==> src/rtl/branch_pkg.sv <==
// Shared defaults and sizing helpers for the branch prediction checker.
package branch_pkg;

  localparam int unsigned DefaultDepth = 4;
  localparam int unsigned DefaultCntW  = 16;

  // One extra bit so a completely full queue is representable.
  function automatic int unsigned occ_width(input int unsigned depth);
    return $clog2(depth) + 1;
  endfunction

endpackage

==> src/rtl/pred_fifo.sv <==
// In-order 1-bit queue of outstanding branch predictions with a whole-queue flush.
module pred_fifo
  import branch_pkg::*;
#(
  parameter int unsigned DEPTH = DefaultDepth
) (
  input  logic                         clk,
  input  logic                         rst_n,
  input  logic                         push,
  input  logic                         push_data,
  input  logic                         pop,
  input  logic                         flush,
  output logic                         head_data,
  output logic [occ_width(DEPTH)-1:0]  occupancy,
  output logic                         full,
  output logic                         empty
);

  localparam int unsigned OW = occ_width(DEPTH);
  localparam int unsigned PW = $clog2(DEPTH);

  logic [PW-1:0] rd_ptr_q, wr_ptr_q;
  logic [OW-1:0] cnt_q;
  logic          mem_q [DEPTH];
  logic          push_en, pop_en;

  assign full      = (cnt_q == OW'(DEPTH));
  assign empty     = (cnt_q == '0);
  assign occupancy = cnt_q;
  assign head_data = mem_q[rd_ptr_q];

  // A flush wins over a same-cycle push: that entry is wrong-path.
  assign push_en = push && !full && !flush;
  assign pop_en  = pop && !empty;

  always_ff @(posedge clk or negedge rst_n) begin
    if (!rst_n) begin
      rd_ptr_q <= '0;
      wr_ptr_q <= '0;
      cnt_q    <= '0;
    end else if (flush) begin
      rd_ptr_q <= '0;
      wr_ptr_q <= '0;
      cnt_q    <= '0;
    end else begin
      if (push_en) wr_ptr_q <= wr_ptr_q + PW'(1);
      if (pop_en)  rd_ptr_q <= rd_ptr_q + PW'(1);
      cnt_q <= cnt_q + OW'(push_en) - OW'(pop_en);
    end
  end

  always_ff @(posedge clk) begin
    if (push_en) mem_q[wr_ptr_q] <= push_data;
  end

endmodule

==> config.mk <==
export PLATFORM = sky130hd
export DESIGN_NAME = pred_fifo
export DESIGN_NICKNAME = d
export VERILOG_FILES = /design/src/rtl/branch_pkg.sv /design/src/rtl/pred_fifo.sv
export SDC_FILE = /design/constraint.sdc
export NUM_CORES = 1
export LEC_CHECK = 0
export ABC_AREA = 1
export CORE_MARGIN = 5
export CORE_UTILIZATION = 44
export CTS_CLUSTER_SIZE = 24
export DETAILED_ROUTE_END_ITERATION = 7
export GPL_TIMING_DRIVEN = 0
export PLACE_DENSITY_LB_ADDON = 0.15
export SLEW_MARGIN = 20
export SYNTH_ARGS = -nofsm -noshare
export SYNTH_HDL_FRONTEND = slang
export SYNTH_SLANG_ARGS = --single-unit
==> constraint.sdc <==
create_clock -name clk -period 1.7 [get_ports clk]
set_input_delay 0.51 -clock clk [delete_from_list [all_inputs] [get_ports clk]]
set_output_delay 0.51 -clock clk [all_outputs]
set_load 0.02 [all_outputs]
== Word-level counts from Yosys, hierarchy flattened ==
Memory sizes are Yosys's and may differ from the RTL's.
Index checks and enable logic that the tools add are counted.

* Bits in registers: 7
* Bits in writable memories: 4
* Output and inout bits: 6
* Logic and storage cells: 25
* Memories kept: 1

{| class="wikitable"
|+ Memories
! name !! depth !! bits a word !! rd ports !! clocked after Yosys merged registers in !! write ports !! line !! text
|-
| mem_q || 4 || 1 || 1 || 0 || 1 || pred_fifo.sv:24 || <nowiki>logic mem_q [DEPTH];</nowiki>
|}

* Add/sub/neg operators: 4
* Equality and inequality tests: 1
* Multiplexer cells: 7
* Reduce and logical (&&, ||, !) cells: 9

{| class="wikitable"
|+ Operators by type and width
! kind !! number
|-
| $mux W2 || 4
|-
| $add A2 B1 Y2 const B || 2
|-
| $reduce_bool A2 Y1 || 2
|-
| $add A3 B1 Y3 || 1
|-
| $eq A3 B3 Y1 const B || 1
|-
| $logic_and A1 B1 Y1 || 3
|-
| $logic_not A1 Y1 || 3
|-
| $logic_not A3 Y1 || 1
|-
| $mux W3 || 1
|-
| $sub A3 B1 Y3 || 1
|-
| $mux W1 || 2
|}

== Logic depth before layout (Yosys ltp) ==
* Depth in word-level cells: 7
* Gate-level depth with buffers: 12

== Least setup slack after synthesis ==
No wires, ideal clock.

* Kind: reg-to-reg
* Start point: reg cnt_q[1], in the netlist occupancy[1]
* End point: reg cnt_q[2], in the netlist occupancy[2]
* Setup time: 0.119 ns
* Arrival: 1.855 ns
* Data required time: 1.581 ns
* Path slack: -0.274 ns
* Stages on the path, launching flop included: 12
* Buffers on the path: 0
* Clock period less this slack: 1.974 ns
* Cell sequence: dfrtp_1 nor2_2 nand2_2 nand2_2 inv_1 ha_1 inv_1 ha_1 inv_1 fa_1 a21oi_1 nor2_1

* Cells in the longest elaborated chain, start to end: 7
* Elaborated cells on any way between the ends: 10

{| class="wikitable"
|+ Ends and longest elaborated chain
! what !! line !! text
|-
| start, declared || pred_fifo.sv:23 || <nowiki>logic [OW-1:0] cnt_q;</nowiki>
|-
| start signal, assigned || pred_fifo.sv:48 || <nowiki>cnt_q <= cnt_q + OW'(push_en) - OW'(pop_en);</nowiki>
|-
| $eq A3 B3 Y1 || pred_fifo.sv:27 || <nowiki>assign full = (cnt_q == OW'(DEPTH));</nowiki>
|-
| $logic_not A1 Y1 || pred_fifo.sv:33 || <nowiki>assign push_en = push && !full && !flush;</nowiki>
|-
| $logic_and A1 B1 Y1 (2 in series) || pred_fifo.sv:33 ||
|-
| $add A3 B1 Y3 || pred_fifo.sv:48 ||
|-
| $sub A3 B1 Y3 (*) || pred_fifo.sv:48 ||
|-
| $mux W3 (*) || pred_fifo.sv:41 || <nowiki>end else if (flush) begin</nowiki>
|}

Every way passes the cells marked *; elsewhere a longest branch is shown, timed or not.
A chain may end at the register's enable or synchronous reset.

== Worst setup path in the final report ==
* Start point: reg cnt_q[2], in the netlist occupancy[2]
* End point: reg cnt_q[1], in the netlist occupancy[1]

Same word-level chain as after synthesis.

==> impl_metrics.csv <==
group,metric,value,unit
finish,design_area,1010,um2
yosys,yosysTopAreaCell,"dfrtp_1",
yosys,synth_area_leaders,"dfrtp_1 27%, edfxtp_1 19%, ha_1 12%",
drt,drtIter0Drc,16,
worst_setup_path,path_class,"reg -> reg",
timing,tightestPinTransition,338,ps
worst_setup_path,worst_ep_arrival_time,2060,ps
worst_setup_path,crit_fanout,4,
clock_tree,h-tree-depth,1,
drt,vias_per_cell,4.93,
die,dieHeight,48.2,um
run_status,violations,"negative setup slack",
die,initial_core_util,48.1,%
timing,setup_viol,5,
worst_setup_path,crit_path_end_kind,"flip-flop",
drt,drc,0,
clock_tree,max-clock-path-buffers,2,
run_status,status,"finished, violations left",
global_route,antenna_found_initial,0,
hold_path,hold_class,"in -> async",
place,dp_slack,-784,ps
timing,period_share,110,%
timing,drv_slew,0,
worst_setup_path,r2r-start,"occupancy[2]$_DFF_PN0_",
drt,dr.pass1.iters,4,
clock_tree,cts_root_buf,"clkbuf_4",
power,power_density,1650,nW/um2
power,peakVddDrop,1.10,mV
worst_setup_path,cp_num_buf_inv,3,
yosys,synth_area,642,um2
yosys,seq_area_frac_synth,46.0,%
timing,skew,0.675,ps
clock_tree,path_clk_slew,70,ps
die,ios,12,
clock_tree,hold_buffers,0,
drt,antenna_left,0,
finish,postLayoutCoreUtil,75.8,%
worst_setup_path,ff2ff_setup_slack,-170,ps
clock_tree,cts_tree,"done",
place,portBuffers,11,
finish,layout-drive-gt1-share,45.8,%
yosys,syn_area_per_cell,8.67,um2
die,die_x,48.2,um
timing,finalCriticalPeriod,1870,ps
yosys,syn_nets,87,
global_route,grt_pass1_vias,601,
timing,setup_slack,-168,ps
die,core_area,1330,um2
global_route,grt_usage,17.0,%
finish,n_antenna_cell,0,
yosys,synth.distinct_cells,14,
clock_tree,cts_sinks,11,
global_route,grt.overflow.total,0,
flow_run,maxCapViolCount,0,
finish,area_growth,57.5,%
yosys,synth_top_area_share,27.3,%
worst_setup_path,max_stage_delay,460,ps
power,power,1.67,mW
clock_tree,cts_buffers,3,
place,routabilityCongestion,0.664,
finish,num-nets-final,121,
finish,final_common_cell,"buf_4",
power,power.leakage,0.495,nW
drt,vias,602,
drt,wl,1.58,mm
worst_setup_path,critPathTopFamily,"adder cells",
worst_setup_path,required,1890,ps
timing,max_freq,0.535,GHz
yosys,yosysWarnings,0,
worst_setup_path,r2r-end,"occupancy[1]$_DFF_PN0_",
yosys,synth_cells,74,
finish,most-common-layout-cells,"19 x buf_4, 10 x inv_1, 9 x nor2_1, 9 x nand2_1, 7 x inv_2",
timing,rsz0062_at_grt,"true",
place,dpl.hpwl,842,um
worst_setup_path,worst_r2r_path_depth,10,
global_route,grt_max_degree,10,
worst_setup_path,crit_top_cell,"inv_2",
worst_setup_path,worst_setup_path_start_kind,"flip-flop",
global_route,grt_pass1_wl,2.59,mm
timing,relSlewSlack,77.4,%
drt,wl_per_cell,12.9,um
finish,fillers,90,
die,dieArea,2320,um2
place,dpl-instance-area,773,um2
yosys,synth_seq_cells,11,
die,rows,13,
worst_setup_path,cp_slowest_cell,"dfrtp_2",
timing,hold_viol,0,
clock_tree,clock_latency,270,ps
worst_setup_path,crit_chain,"nor2_4 -> nand2_2 -> nand2_2 -> inv_2 -> ha_4 -> inv_2 -> ha_4 -> inv_2 -> fa_2 -> nor2_1",
per-layer routing:
metal / global-route usage (%) / share of wire, % / wire [um] / vias to the layer above
met5: 0 / 0 / 0 / -
met4: 8.06 / 1.8 / 29 / 0
met3: 5.54 / 5.3 / 83 / 4
met2: 29.4 / 53 / 842 / 17
met1: 18.5 / 39 / 623 / 277
li1: - / - / - / 304
state kept, by name, indices dropped and copies added (netlist names):
signal and cells:
wr_ptr_q 2, occupancy 3, rd_ptr_q 2, mem_q 4
worst max-delay path by stage:
stage / startpoint / to / slack [ps] / depth (start not counted)
after detailed placement: flush / occupancy[2]$_DFF_PN0_ / -780 / 10
after CTS: occupancy[1]$_DFF_PN0_ / occupancy[1]$_DFF_PN0_ / -180 / 10
final: occupancy[2]$_DFF_PN0_ / occupancy[1]$_DFF_PN0_ / -170 / 10
after global routing: occupancy[2]$_DFF_PN0_ / occupancy[2]$_DFF_PN0_ / -260 / 12
after floorplan: occupancy[2]$_DFF_PN0_ / occupancy[2]$_DFF_PN0_ / -220 / 11
after global placement: flush / occupancy[2]$_DFF_PN0_ / -770 / 10
Yosys cell counts, drive strengths merged:
master  instances
nand2          13
dfrtp           7
fa              1
inv            18
nand4           4
nand3           7
nor2           10
a21oi           4
edfxtp          4
ha              6
metrics by stage:
step                      instances  setup TNS (ps)  hold WS [ps]
after floorplan                  74            -400           214
after global placement          100           -2200           552
after detailed placement        100           -2320           558
after CTS                       118            -425           502
after global routing            122           -1100           504
final                           122            -711           506
power breakdown:
part	switching [mW]	total (mW)	leakage, nW	internal (mW)
Clock	0.0861	0.177	0.0150	0.0908
Sequential	0.0853	0.427	0.125	0.341
Combinational	0.521	1.07	0.355	0.545
Total	0.692	1.67	0.495	0.977
cells by family (layout without fill, tap and decap cells):
| family | Yosys count | after routing | share of synthesized area, % |
|---|---|---|---|
| AND/OR/NAND/NOR | 34 | 34 | 25.5 |
| buffers and inverters | 18 | 51 | 10.5 |
| flip-flops | 11 | 11 | 46.0 |
| adder cells (fa/ha/maj) | 7 | 7 | 14.8 |
| AO/OA/AOI/OAI | 4 | 4 | 3.12 |
layout make-up:
cell class,instances,area [um2],share of cell area (%)
clock buffer,4,26.3,2.60
inverter,18,70.1,6.93
multi-input combinational,45,358,35.4
sequential,11,299,29.6
tap,15,18.8,1.86
timing repair buffer,29,239,23.6
what timing repair did:
| action | CTS | global route |
|---|---|---|
| pin swaps | 6 | 5 |
| gates resized for setup | 36 | 11 |
| setup buffers | 15 | 4 |
| endpoints found under the setup margin | 9 | 7 |
(Power assumes the default switching activity.)
